===== src/rtl/verifuck_pkg.sv =====
// Shared definitions for the BF processor I/O path: byte width, TX FSM state
// encoding and a parameter sanity check used at elaboration time.
package verifuck_pkg;

    localparam int BYTE_W = 8;

    typedef enum logic [1:0] {
        IDLE      = 2'd0,
        START     = 2'd1,
        WAIT_BUSY = 2'd2,
        WAIT_DONE = 2'd3
    } tx_state_t;

    // Depth must be a power of two >= 4, the start strobe at least one cycle
    // long, and the halt margin must leave at least one usable slot.
    function automatic bit params_legal(input int depth, input int hold, input int margin);
        return (depth >= 4) && ((depth & (depth - 1)) == 0) &&
               (hold >= 1) && (margin >= 1) && (margin <= depth - 1);
    endfunction

endpackage


===== src/rtl/stdout_tx_sched_if.sv =====
// Processor-stdout and uart_tx handshake signals seen by the TX scheduler.
interface stdout_tx_sched_if;
    import verifuck_pkg::*;

    logic [BYTE_W-1:0] stdout;
    logic              stdout_en;
    logic              cpu_en;
    logic [BYTE_W-1:0] uart_data;
    logic              uart_start;
    logic              uart_ready;

    // The scheduler side.
    modport slave (
        input  stdout, stdout_en, uart_ready,
        output cpu_en, uart_data, uart_start
    );

    // The processor/UART environment side.
    modport master (
        output stdout, stdout_en, uart_ready,
        input  cpu_en, uart_data, uart_start
    );

endinterface


===== src/rtl/sync_fifo.sv =====
// Single-clock FIFO with a combinational head read. A push into a full FIFO
// is accepted when a pop happens in the same cycle.
module sync_fifo #(
    parameter int WIDTH = 8,
    parameter int DEPTH = 16
) (
    input  logic                     clk,
    input  logic                     reset,
    input  logic                     push,
    input  logic                     pop,
    input  logic [WIDTH-1:0]         wdata,
    output logic [WIDTH-1:0]         rdata,
    output logic [$clog2(DEPTH):0]   count,
    output logic                     full,
    output logic                     empty
);
    localparam int AW = $clog2(DEPTH);

    logic [WIDTH-1:0] mem [DEPTH];
    logic [AW-1:0]    head_reg;
    logic [AW-1:0]    tail_reg;
    logic [AW:0]      count_reg;
    logic             wr_en;
    logic             rd_en;

    assign full  = (count_reg == (AW+1)'(DEPTH));
    assign empty = (count_reg == '0);
    assign rd_en = pop & ~empty;
    assign wr_en = push & (~full | rd_en);
    assign rdata = mem[head_reg];
    assign count = count_reg;

    // Storage write; contents need no reset since occupancy gates every read.
    always_ff @(posedge clk) begin
        if (wr_en) begin
            mem[tail_reg] <= wdata;
        end
    end

    // Pointers wrap naturally at DEPTH (power of two); occupancy tracks push/pop.
    always_ff @(posedge clk) begin
        if (reset) begin
            head_reg  <= '0;
            tail_reg  <= '0;
            count_reg <= '0;
        end else begin
            if (wr_en) tail_reg <= tail_reg + AW'(1);
            if (rd_en) head_reg <= head_reg + AW'(1);
            case ({wr_en, rd_en})
                2'b10:   count_reg <= count_reg + (AW+1)'(1);
                2'b01:   count_reg <= count_reg - (AW+1)'(1);
                default: count_reg <= count_reg;
            endcase
        end
    end

endmodule


===== src/rtl/stdout_tx_sched.sv =====
// Buffers bytes from the processor's stdout port and feeds them one at a time
// to uart_tx, halting the processor only when the buffer is nearly full.
module stdout_tx_sched
    import verifuck_pkg::*;
#(
    parameter int DEPTH       = 16,
    parameter int START_HOLD  = 2,
    parameter int HALT_MARGIN = 2
) (
    input  logic                   clk,
    input  logic                   reset,
    stdout_tx_sched_if.slave       bus,
    output logic [$clog2(DEPTH):0] fifo_count,
    output logic                   overflow
);
    localparam int CW = $clog2(DEPTH) + 1;
    localparam int FW = CW + 1;
    localparam int HW = (START_HOLD > 1) ? $clog2(START_HOLD) : 1;

    localparam logic [1:0] ST_IDLE      = IDLE;
    localparam logic [1:0] ST_START     = START;
    localparam logic [1:0] ST_WAIT_BUSY = WAIT_BUSY;
    localparam logic [1:0] ST_WAIT_DONE = WAIT_DONE;

    if (!params_legal(DEPTH, START_HOLD, HALT_MARGIN)) begin : g_bad_params
        $error("stdout_tx_sched: illegal DEPTH/START_HOLD/HALT_MARGIN combination");
    end

    logic              en_prev_reg;
    logic              cpu_en_reg;
    logic              overflow_reg;
    logic [1:0]        state_reg;
    logic              start_reg;
    logic [BYTE_W-1:0] data_reg;
    logic [HW-1:0]     hold_reg;

    logic              push_req;
    logic              pop;
    logic              push_ok;
    logic              fifo_full;
    logic              fifo_empty;
    logic [BYTE_W-1:0] head_data;
    logic [CW-1:0]     count_now;
    logic [CW-1:0]     count_next;
    logic [FW-1:0]     free_next;

    // Only the rising edge of the stdout_en level is a byte.
    assign push_req = bus.stdout_en & ~en_prev_reg;
    assign pop      = (state_reg == ST_IDLE) & ~fifo_empty & bus.uart_ready;
    assign push_ok  = push_req & (~fifo_full | pop);

    sync_fifo #(
        .WIDTH (BYTE_W),
        .DEPTH (DEPTH)
    ) u_fifo (
        .clk   (clk),
        .reset (reset),
        .push  (push_req),
        .pop   (pop),
        .wdata (bus.stdout),
        .rdata (head_data),
        .count (count_now),
        .full  (fifo_full),
        .empty (fifo_empty)
    );

    // Occupancy after this edge, so cpu_en reacts in the same cycle as the push.
    always_comb begin
        count_next = count_now;
        case ({push_ok, pop})
            2'b10:   count_next = count_now + CW'(1);
            2'b01:   count_next = count_now - CW'(1);
            default: count_next = count_now;
        endcase
        free_next = FW'(DEPTH) - {1'b0, count_next};
    end

    // Edge detect history, processor backpressure and sticky overflow flag.
    always_ff @(posedge clk) begin
        if (reset) begin
            en_prev_reg  <= 1'b0;
            cpu_en_reg   <= 1'b0;
            overflow_reg <= 1'b0;
        end else begin
            en_prev_reg <= bus.stdout_en;
            cpu_en_reg  <= (free_next > FW'(HALT_MARGIN));
            if (push_req && !push_ok) begin
                overflow_reg <= 1'b1;
            end
        end
    end

    // TX sequencer: launch a byte, stretch the start strobe, then follow
    // uart_ready through busy and back to idle before launching the next.
    always_ff @(posedge clk) begin
        if (reset) begin
            state_reg <= ST_IDLE;
            start_reg <= 1'b0;
            data_reg  <= '0;
            hold_reg  <= '0;
        end else begin
            case (state_reg)
                ST_IDLE: begin
                    if (pop) begin
                        data_reg  <= head_data;
                        start_reg <= 1'b1;
                        hold_reg  <= HW'(START_HOLD - 1);
                        state_reg <= ST_START;
                    end
                end
                ST_START: begin
                    if (hold_reg != '0) begin
                        hold_reg <= hold_reg - HW'(1);
                    end else begin
                        start_reg <= 1'b0;
                        state_reg <= bus.uart_ready ? ST_WAIT_BUSY : ST_WAIT_DONE;
                    end
                end
                ST_WAIT_BUSY: begin
                    if (!bus.uart_ready) state_reg <= ST_WAIT_DONE;
                end
                ST_WAIT_DONE: begin
                    if (bus.uart_ready) state_reg <= ST_IDLE;
                end
                default: state_reg <= ST_IDLE;
            endcase
        end
    end

    assign bus.cpu_en     = cpu_en_reg;
    assign bus.uart_start = start_reg;
    assign bus.uart_data  = data_reg;
    assign fifo_count     = count_now;
    assign overflow       = overflow_reg;

endmodule


===== src/flat_wrapper.sv =====
// flat-port wrapper written by rule: the top's interface ports become plain ports
module stdout_tx_sched_flat import verifuck_pkg::*;
#(
    parameter int DEPTH       = 16,
    parameter int START_HOLD  = 2,
    parameter int HALT_MARGIN = 2
)
  (clk, reset, fifo_count, overflow, bus_stdout, bus_stdout_en, bus_uart_ready, bus_cpu_en, bus_uart_data, bus_uart_start);
  stdout_tx_sched_if bus_i ();
  input  logic clk;
  input  logic reset;
  output logic [$clog2(DEPTH):0] fifo_count;
  output logic overflow;
  input wire logic [$bits(bus_i.stdout)-1:0] bus_stdout;
  input wire logic [$bits(bus_i.stdout_en)-1:0] bus_stdout_en;
  input wire logic [$bits(bus_i.uart_ready)-1:0] bus_uart_ready;
  output wire logic [$bits(bus_i.cpu_en)-1:0] bus_cpu_en;
  output wire logic [$bits(bus_i.uart_data)-1:0] bus_uart_data;
  output wire logic [$bits(bus_i.uart_start)-1:0] bus_uart_start;
  assign bus_i.stdout = bus_stdout;
  assign bus_i.stdout_en = bus_stdout_en;
  assign bus_i.uart_ready = bus_uart_ready;
  assign bus_cpu_en = bus_i.cpu_en;
  assign bus_uart_data = bus_i.uart_data;
  assign bus_uart_start = bus_i.uart_start;
  stdout_tx_sched #(.DEPTH(DEPTH), .START_HOLD(START_HOLD), .HALT_MARGIN(HALT_MARGIN)) u_core (.clk(clk), .reset(reset), .bus(bus_i), .fifo_count(fifo_count), .overflow(overflow));
endmodule

===== config.mk =====
export PLATFORM = sky130hd
export DESIGN_NAME = stdout_tx_sched_flat
export DESIGN_NICKNAME = d
export VERILOG_FILES = /design/src/rtl/verifuck_pkg.sv /design/src/rtl/stdout_tx_sched_if.sv /design/src/rtl/sync_fifo.sv /design/src/rtl/stdout_tx_sched.sv /design/src/flat_wrapper.sv
export SDC_FILE = /design/constraint.sdc
export NUM_CORES = 1
export LEC_CHECK = 0
export ABC_AREA = 1
export CORE_UTILIZATION = 45
export CTS_CLUSTER_SIZE = 24
export DETAILED_ROUTE_END_ITERATION = 16
export GPL_TIMING_DRIVEN = 0
export MAX_ROUTING_LAYER = met4
export SLEW_MARGIN = 5
export SYNTH_ARGS = -nofsm -noshare
export SYNTH_HDL_FRONTEND = slang
export SYNTH_SLANG_ARGS = --single-unit

===== constraint.sdc =====
create_clock -name clk -period 2.44 [get_ports clk]
set_input_delay 0.366 -clock clk [delete_from_list [all_inputs] [get_ports clk]]
set_output_delay 0.366 -clock clk [all_outputs]
set_load 0.05 [all_outputs]

==> results.json, run 1 <==
{
  "status": "finished clean",
  "grt_util_all_layers_pct": 24.5,
  "utilization_pct": 54.9,
  "cts_tree": "built",
  "period_share_pct": 97.6,
  "synth_top_cell_area_share_pct": 58.1,
  "power_leakage_uw": 0.00271,
  "r2r_cells": 9,
  "dp_hpwl_mm": 11.0,
  "drv_cap": 0,
  "finalNetCount": 642,
  "ys.flop_type": "edfxtp_1",
  "postLayoutSetupSlackWorst_ps": 58.4,
  "crit_arrival_ps": 2440,
  "cts_htree_levels": 4,
  "yosysSeqAreaShare_pct": 66.6,
  "grt_pass1_wl_mm": 25.2,
  "worst-r2r-setup-slack_ps": 60,
  "hold_depth": 2,
  "layout_min_cycle_time_ps": 2380,
  "clk_latency_ps": 430,
  "p_per_area_mw_per_mm2": 992,
  "whs_endpoint": "u_core.overflow$_SDFFE_PP0P_",
  "dieHeight_um": 123,
  "rsz0062_at_grt": "true",
  "syn_to_final_growth_pct": 16.9,
  "syn_nets": 596,
  "r2r-end": "u_core.u_fifo.mem[1][6]$_DFFE_PP_",
  "cp.required_ps": 2490,
  "peakVddDrop_mv": 0.510,
  "synth_top_cell_by_area": "edfxtp_1",
  "clock-sinks": 156,
  "fin_skew_ps": 8.98,
  "fmax_mhz": 420,
  "setup.worst_path.class": "register to register",
  "whs_ps": 475,
  "hold_path.class": "register to register",
  "wirelength_mm": 16.8,
  "syn_area_per_cell_um2": 11.6,
  "min_from": "u_core.overflow$_SDFFE_PP0P_",
  "cts_buffer_depth": 2,
  "die_width_um": 123,
  "dieArea_mm2": 0.0152,
  "grt_pass1_vias": 4532,
  "grt_max_degree": 17,
  "drcViolationCount": 0,
  "hold_violations": 0,
  "async_flop_share_pct": 0,
  "io_pins": 28,
  "end_kind": "register",
  "ys_top_cells_by_area": "edfxtp_1 58%, dfxtp_1 8.5%, nor2_1 5.5%",
  "synthTopCellsByCount": "128 x edfxtp_1, 97 x nor2_1, 72 x o21ai_0",
  "fill_cells": 1209,
  "setup_viol": 0,
  "antenna_found_initial": 0,
  "ys_warn_count": 0,
  "via_per_inst": 5.75,
  "numCtsBuffers": 17,
  "synth_edf_count": 128,
  "cts_root_buffer": "clkbuf_16",
  "initial_core_util_pct": 46.9,
  "synth_cell_types": 36,
  "setup_tns_ps": 0,
  "cp-startpoint": "u_core.u_fifo.count[0]$_SDFFE_PP0P_",
  "synth_most_common_cell": "edfxtp_1",
  "fp-row-count": 43,
  "largest_reg_flops": 128,
  "routedWlPerCell_um": 20.8,
  "path_clk_slew_ps": 60,
  "synth_area_mm2": 0.00662,
  "core-area_mm2": 0.0141,
  "multi_input_area_mm2": 0.00195,
  "cpPeakStageDelay_ps": 670,
  "numPortBuffers": 27,
  "grt.overflow.total": 0,
  "final_max_slew_viol_count": 0,
  "ant_nets": 0,
  "worst_setup_path_start_kind": "register",
  "rr_startpoint": "u_core.u_fifo.count[0]$_SDFFE_PP0P_",
  "path_max_fanout": 8,
  "postCtsSetupBuffers": 0,
  "slowest_stage": "nor2_1",
  "pre_cts_slack_ps": -180,
  "num_vias": 4648,
  "drive_above_1_share_pct": 12.1,
  "diodes": 0,
  "drtIter0Drc": 578,
  "first_pass_iters": 5,
  "crit_chain": "inv_1, ha_2, nand3_2, inv_1, nand2_1, nand2_1, inv_1, nand2_1, nor2_1",
  "slew_headroom_pct": 45.3,
  "gp_congestion": 0.835,
  "ff_latch_area_mm2": 0.00441,
  "synthCells": 570,
  "worst_pin_slew_ps": 817,
  "hold_buffers": 0,
  "ys_ff_latch": 156
}
[cell type report]
cell class,instances,share of cell area [%]
inverter,44,2.14
clock inverter,4,0.291
sequential,156,57.0
multi-input combinational,341,25.3
timing repair buffer,27,3.49
buffer,29,1.67
tap,180,2.91
clock buffer,28,7.25
[worst max-delay path: cells and delay by family, from the launching register on]
family	cells	cell delay [ps]
adder cells (fa/ha/maj)	1	240
flip-flops	1	380
AND/OR/NAND/NOR	5	1100
buffers and inverters	3	290
[through the flow]
stage | area (um^2) | std cells | total power, uW
finish | 7730 | 809 | 7670
global route | 7730 | 809 | 8010
CTS | 7720 | 809 | 7670
detailed placement | 7110 | 777 | 5120
global placement | 7110 | 777 | 5070
floorplan | 6620 | 570 | 4480
[report_power, final]
| part | total, uW | leakage [uW] | internal [uW] | switching (uW) |
|---|---|---|---|---|
| clock | 2560 | 0.000291 | 1560 | 1000 |
| combinational | 2010 | 0.00104 | 612 | 1390 |
| sequential | 3100 | 0.00138 | 3010 | 93.0 |
[worst max path at each step]
stage / endpoint / slack, ps
after floorplan: u_core.bus.cpu_en$_SDFF_PP0_ / 190
after global placement: u_core.u_fifo.mem[11][7]$_DFFE_PP_ / -120
after detailed placement: u_core.u_fifo.mem[11][7]$_DFFE_PP_ / -180
after CTS: u_core.u_fifo.mem[1][0]$_DFFE_PP_ / -30
after global routing: u_core.bus.cpu_en$_SDFF_PP0_ / -110
final: u_core.u_fifo.mem[1][6]$_DFFE_PP_ / 60
[cell usage in the layout (no fill, tap or decap), drive strengths merged, types with 13 or more instances in the layout]
cell type      instances
nor2                 103
ha                    14
o221ai                23
buf                   13
a21oi                 13
edfxtp               128
clkdlybuf4s50         27
o211ai                17
nand3                 31
clkbuf                44
o21ai                 75
dfxtp                 28
inv                   44
nand2                 42
[routing by layer]
layer | GRT usage, % | up-vias | wire (um)
met5 | - | - | 0
met4 | 11.1 | 0 | 436
met3 | 5.35 | 30 | 1280
met2 | 38.0 | 207 | 8070
met1 | 30.9 | 2263 | 7010
li1 | - | 2148 | -
[logic make-up (layout without fill, tap and decap cells)]
| group | count (synthesis) | after routing | share of synthesized area (%) |
|---|---|---|---|
| buffers and inverters | 73 | 132 | 4.43 |
| DFF | 156 | 156 | 66.6 |
| adders and majority gates | 14 | 14 | 2.65 |
| AOI/OAI and AO/OA | 140 | 140 | 12.9 |
| and+or+nand+nor | 184 | 184 | 13.0 |
| muxes | 1 | 1 | 0.151 |
| xor gates and xnor gates | 2 | 2 | 0.265 |
[repair_timing]
action	4_1_cts	5_1_grt
setup endpoints to repair	78	62
gates cloned	0	0
resized for setup	10	8
No activity file was read; power rests on OpenSTA's default activity.
==> inputs of run 2 (changes only) <==
--- a/config.mk
+++ b/config.mk
@@ -6,7 +6,7 @@
 export NUM_CORES = 1
 export LEC_CHECK = 0
 export ABC_AREA = 1
-export CORE_UTILIZATION = 45
+export CORE_UTILIZATION = 40
 export CTS_CLUSTER_SIZE = 24
 export DETAILED_ROUTE_END_ITERATION = 16
 export GPL_TIMING_DRIVEN = 0
==> run 2 against run 1 <==
Compared with the run above:
- clock power up 8%
- register-to-register slack improved by 90 ps
- sequential cell count is the same
- largest power group unchanged
- clock-buffer cell count down 11
- routed wire length up 1.2%
- non-clock buffer count grew 3
- fmax increased by 3.8%
- final area is 1.6% higher
- setup slack better by 88 ps
- critical endpoint is now u_core.u_fifo.mem[7][2]$_DFFE_PP_
==> results.json, run 2 (same netlist as run 1, synthesis figures left out) <==
{
  "dp_hpwl_mm": 11.2,
  "hold_buffers": 0,
  "drv_cap": 0,
  "clock-sinks": 156,
  "slew_headroom_pct": 44.1,
  "wirelength_mm": 17.0,
  "syn_to_final_growth_pct": 18.8,
  "grt_pass1_wl_mm": 25.5,
  "dieHeight_um": 131,
  "final_cell_mix": "128 x edfxtp_1, 86 x nor2_1, 72 x o21ai_0",
  "fin_area_mm2": 0.00786,
  "place_area_mm2": 0.00716,
  "cts_buffer_depth": 2,
  "setup_viol": 0,
  "p_per_area_mw_per_mm2": 1020,
  "status": "finished clean",
  "clk_latency_ps": 430,
  "ant_nets": 0,
  "fmax_mhz": 436,
  "setup.worst_path.class": "register to register",
  "cts_htree_levels": 4,
  "numPortBuffers": 27,
  "num_vias": 4714,
  "whs_ps": 474,
  "power_leakage_uw": 0.00273,
  "layout_commonest_cell": "edfxtp_1",
  "crit_arrival_ps": 2340,
  "grt.overflow.total": 0,
  "cp.required_ps": 2490,
  "peakVddDrop_mv": 0.607,
  "final_max_slew_viol_count": 0,
  "fp-row-count": 46,
  "grt_pass1_vias": 4515,
  "initial_core_util_pct": 41.3,
  "path_max_fanout": 8,
  "drive_above_1_share_pct": 13.8,
  "cts_root_buffer": "clkbuf_16",
  "routedWlPerCell_um": 20.1,
  "path_clk_slew_ps": 60,
  "hold_path.class": "register to register",
  "hold_violations": 0,
  "grt_max_degree": 17,
  "finalNetCount": 645,
  "layout_min_cycle_time_ps": 2290,
  "period_share_pct": 94.0,
  "cpPeakStageDelay_ps": 650,
  "worst_setup_path_start_kind": "register",
  "slowest_stage": "nor2_1",
  "numCtsBuffers": 17,
  "diodes": 0,
  "rsz0062_at_grt": "false",
  "die_width_um": 131,
  "antenna_found_initial": 0,
  "core-area_mm2": 0.0160,
  "crit_chain": "inv_2, ha_4, nand3_2, inv_1, nand2_1, nand2_1, nor2_1, inv_1, nor2_1",
  "first_pass_iters": 5,
  "io_pins": 28,
  "cts_tree": "built",
  "worst_pin_slew_ps": 836,
  "drtIter0Drc": 549,
  "largest_reg_flops": 128,
  "drcViolationCount": 0,
  "grt_util_all_layers_pct": 21.7,
  "end_kind": "register",
  "fin_skew_ps": 7.91,
  "gp_congestion": 0.871,
  "dieArea_mm2": 0.0171,
  "via_per_inst": 5.56
}
## run 2: cell count changes in the layout (fill, tap and decap cells not counted), moves of 4 or more
| cell | before | now |
|---|---|---|
| inv_2 | 4 | 8 |
| bufinv_16 | 0 | 4 |
| inv_1 | 38 | 34 |
| clkbuf_1 | 20 | 16 |
| clkinvlp_4 | 0 | 4 |
## run 2: timing repair
action                     CTS  global route
pin swaps                    0             2
gates resized for setup      7            15
setup endpoints to repair   57            87
setup buffers                0             3
## run 2: power by group
part	internal, uW	switching [uW]
Sequential	3010	97.1
Combinational	653	1480
Clock	1710	1060
## run 2: metrics by stage
step | util [%] | instances | setup TNS (ps) | worst slack (ps) | power (uW)
2_1_floorplan | - | 570 | 0 | 188 | 4480
3_3_place_gp | 44.7 | 813 | -7420 | -97.7 | 5120
3_5_place_dp | 44.7 | 813 | -11930 | -165 | 5200
4_1_cts | 48.7 | 845 | -942 | -49.1 | 7950
5_1_grt | 49.1 | 848 | 0 | 2.45 | 8340
6_report | 49.1 | 848 | 0 | 146 | 8000
## run 2: area by class of cell
cell class              count  area (um^2)
clock buffers              17          425
multi-input cells         341         1970
flip-flops and latches    156         4410
plain buffers              29          128
repair buffers             30          293
clock inverters            15          195
fillers                  1444         8140
well taps                 216          270
inverters                  44          165
## run 2: per-layer routing
layer	track usage [%]	vias to the layer above	wire length, um
li1	-	2164	-
met1	26.8	2328	7140
met2	34.8	186	8310
met3	3.83	36	1030
met4	10.3	0	527
met5	-	-	0
## run 2: worst paths after layout
path | startpoint | end | slack [ps] | depth (start not counted)
min reg2reg | u_core.bus.uart_start$_SDFFE_PP0P_ | u_core.bus.uart_start$_SDFFE_PP0P_ | 470 | 2
max reg2reg | u_core.u_fifo.count[1]$_SDFFE_PP0P_ | u_core.u_fifo.mem[7][2]$_DFFE_PP_ | 150 | 9
min | u_core.bus.uart_start$_SDFFE_PP0P_ | u_core.bus.uart_start$_SDFFE_PP0P_ | 470 | 2
max | u_core.u_fifo.count[1]$_SDFFE_PP0P_ | u_core.u_fifo.mem[7][2]$_DFFE_PP_ | 150 | 9
## run 2: critical path, delay by kind of cell, from the launching register on
kind / cells / cell delay (ps)
simple gates: 5 / 1080
buf+inv: 3 / 260
fa+ha+maj: 1 / 190
flops: 1 / 370
==> inputs of run 3 (changes only) <==
--- a/config.mk
+++ b/config.mk
@@ -6,6 +6,7 @@
 export NUM_CORES = 1
 export LEC_CHECK = 0
 export ABC_AREA = 1
+export CAP_MARGIN = 40
 export CORE_UTILIZATION = 40
 export CTS_CLUSTER_SIZE = 24
 export DETAILED_ROUTE_END_ITERATION = 16
==> constraint.sdc (replaced) <==
create_clock -name clk -period 2.15 [get_ports clk]
set_input_delay 0.3225 -clock clk [delete_from_list [all_inputs] [get_ports clk]]
set_output_delay 0.3225 -clock clk [all_outputs]
set_load 0.05 [all_outputs]
==> run 3 against run 2 <==
Compared with the run above:
- final area increased by 5.2%
- non-clock buffer count grew 20
- critical path depth is 1 higher
- sequential share of layout area shrank 2.7 points
- first-iteration DRC count decreased by 1.8%
- worst hold slack better by 7.6 ps
- cell count is 2.4% higher
- critical path type unchanged
- critical endpoint is now u_core.u_fifo.mem[4][2]$_DFFE_PP_
==> results.json, run 3 (same netlist as run 1, synthesis figures left out) <==
{
  "setup_viol": 0,
  "fin_skew_ps": 7.35,
  "finalNetCount": 665,
  "drive_above_1_share_pct": 18.9,
  "hold_path.class": "register to register",
  "die_width_um": 131,
  "ant_nets": 0,
  "core-area_mm2": 0.0160,
  "fin_cells": 868,
  "wl_met3_mm": 1.16,
  "grt.overflow.total": 0,
  "cts_buffer_depth": 2,
  "setup.worst_path.class": "register to register",
  "dp_cells": 813,
  "path_clk_slew_ps": 60,
  "hold_violations": 0,
  "crit_arrival_ps": 2290,
  "fin_area_mm2": 0.00827,
  "io_pins": 28,
  "dieArea_mm2": 0.0171,
  "pre_cts_slack_ps": -470,
  "end_kind": "register",
  "power_frac_clock_pct": 34.7,
  "whs_endpoint": "u_core.bus.uart_start$_SDFFE_PP0P_",
  "peakVddDrop_mv": 0.615,
  "crit_chain": "clkinvlp_4, ha_4, nand3_2, inv_1, nand2_1, nand2_1, inv_1, nand2_1, nor2_4, buf_12",
  "hold_depth": 2,
  "dp_hpwl_mm": 11.2,
  "cp_top_family": "simple AND/OR/NAND/NOR gates",
  "r2r-end": "u_core.u_fifo.mem[4][2]$_DFFE_PP_",
  "worst_setup_path_start_kind": "register",
  "cts_htree_levels": 4,
  "clock-sinks": 156,
  "routedWlPerCell_um": 19.7,
  "fmax_mhz": 466,
  "wirelength_mm": 17.1,
  "drv_cap": 0,
  "wl_met2_mm": 8.43,
  "r2r_cells": 10,
  "numCtsBuffers": 17,
  "cpMostUsedCell": "nand2_1",
  "place_area_mm2": 0.00718,
  "cpPeakStageDelay_ps": 360,
  "rsz0062_at_grt": "true",
  "final_cell_mix": "128 x edfxtp_1, 81 x nor2_1, 68 x o21ai_0",
  "diodes": 0,
  "grt_pass1_wl_mm": 25.2,
  "worst_pin_slew_ps": 795,
  "cts_tree": "built",
  "min_from": "u_core.bus.uart_start$_SDFFE_PP0P_",
  "postLayoutSetupSlackWorst_ps": 3.07,
  "clk_latency_ps": 430,
  "gp_congestion": 0.851,
  "numPortBuffers": 27,
  "whs_ps": 482,
  "crit_buf_inv": 4,
  "dieHeight_um": 131,
  "via_per_inst": 5.44,
  "cp.required_ps": 2290,
  "highest_layer": "met4",
  "power_frac_comb_pct": 27.8,
  "power_leakage_uw": 0.00289,
  "met1_length_mm": 7.04,
  "layout_min_cycle_time_ps": 2150,
  "p_per_area_mw_per_mm2": 1130,
  "cts_root_buffer": "clkbuf_16",
  "fp-row-count": 46,
  "seq_power_share_pct": 37.6,
  "initial_core_util_pct": 41.3,
  "rr_startpoint": "u_core.u_fifo.count[1]$_SDFFE_PP0P_",
  "period_share_pct": 99.9,
  "drtIter0Drc": 539,
  "worst-r2r-setup-slack_ps": 3,
  "sw_frac_of_total_pct": 32.3,
  "slew_headroom_pct": 46.8,
  "syn_to_final_growth_pct": 25.0,
  "internal_power_uw": 6350,
  "drcViolationCount": 0,
  "switchingPower_uw": 3030,
  "slowest_stage": "dfxtp_4",
  "path_max_fanout": 8,
  "grt_pass1_vias": 4466,
  "final_max_slew_viol_count": 0,
  "largest_reg_flops": 128,
  "num_vias": 4725,
  "first_pass_iters": 7,
  "grt_max_degree": 17,
  "grt_util_all_layers_pct": 21.7,
  "hold_buffers": 0,
  "antenna_found_initial": 0,
  "layout_commonest_cell": "edfxtp_1",
  "status": "finished clean"
}
==> run 3: cell types whose count changed in the layout (fill, tap and decap cells not counted), sizes merged <==
cell      previous run  this run
clkbuf              33        34
clkinvlp             4         5
inv                 44        41
buf                 16        36
bufinv               4         5
==> run 3: power by group through the flow <==
stage / logic, uW / clock network [uW] / registers [uW]
finish: 2610 / 3250 / 3520
global route: 2820 / 3400 / 3540
CTS: 2440 / 3280 / 3520
detailed placement: 2320 / 0 / 3580
global placement: 2240 / 0 / 3580
floorplan: 1290 / 0 / 3810
==> run 3: timing repair <==
item | 4_1_cts | 5_1_grt
gates resized for setup | 36 | 32
cloned | 0 | 0
endpoints found under the setup margin | 129 | 137
setup buffers | 6 | 17
pin swaps | 4 | 17
==> run 3: how the worst max path moves through the flow <==
stage                                         end                           startpoint  cells after the start
2_1_floorplan        u_core.bus.cpu_en$_SDFF_PP0_  u_core.u_fifo.count[1]$_SDFFE_PP0P_                     16
3_3_place_gp   u_core.u_fifo.mem[12][2]$_DFFE_PP_                       bus_uart_ready                      7
3_5_place_dp   u_core.u_fifo.mem[12][6]$_DFFE_PP_                       bus_uart_ready                      7
4_1_cts         u_core.u_fifo.mem[3][3]$_DFFE_PP_  u_core.u_fifo.count[1]$_SDFFE_PP0P_                      9
5_1_grt         u_core.u_fifo.mem[4][4]$_DFFE_PP_  u_core.u_fifo.count[1]$_SDFFE_PP0P_                     10
6_report        u_core.u_fifo.mem[4][2]$_DFFE_PP_  u_core.u_fifo.count[1]$_SDFFE_PP0P_                     10
==> run 3: final cells by class <==
cell class	instances	area, um^2
Inverter	44	176
Buffer	29	140
Timing Repair Buffer	50	531
Clock buffer	18	429
Multi-Input combinational cell	341	2080
Clock inverter	14	220
Fill cell	1378	7730
Sequential cell	156	4420
Tap cell	216	270
==> run 3: tightest hold or removal path: cells and delay by family (launching register included) <==
| kind | cells | cell delay, ps |
|---|---|---|
| flip-flops | 1 | 310 |
| AO/OA/AOI/OAI | 2 | 130 |
==> run 3: routing by layer <==
metal | vias to the layer above | GRT usage (%)
met5 | - | -
met4 | 0 | 10.3
met3 | 32 | 4.15
met2 | 217 | 33.7
met1 | 2269 | 27.4
li1 | 2207 | -
==> run 3: through the flow <==
stage	setup TNS, ps	utilization [%]	total power, uW
final	0	51.7	9390
after global routing	-7190	51.7	9770
after CTS	-4470	50.1	9240
after detailed placement	-50610	44.9	5900
after global placement	-47560	44.9	5820
after floorplan	0	-	5100
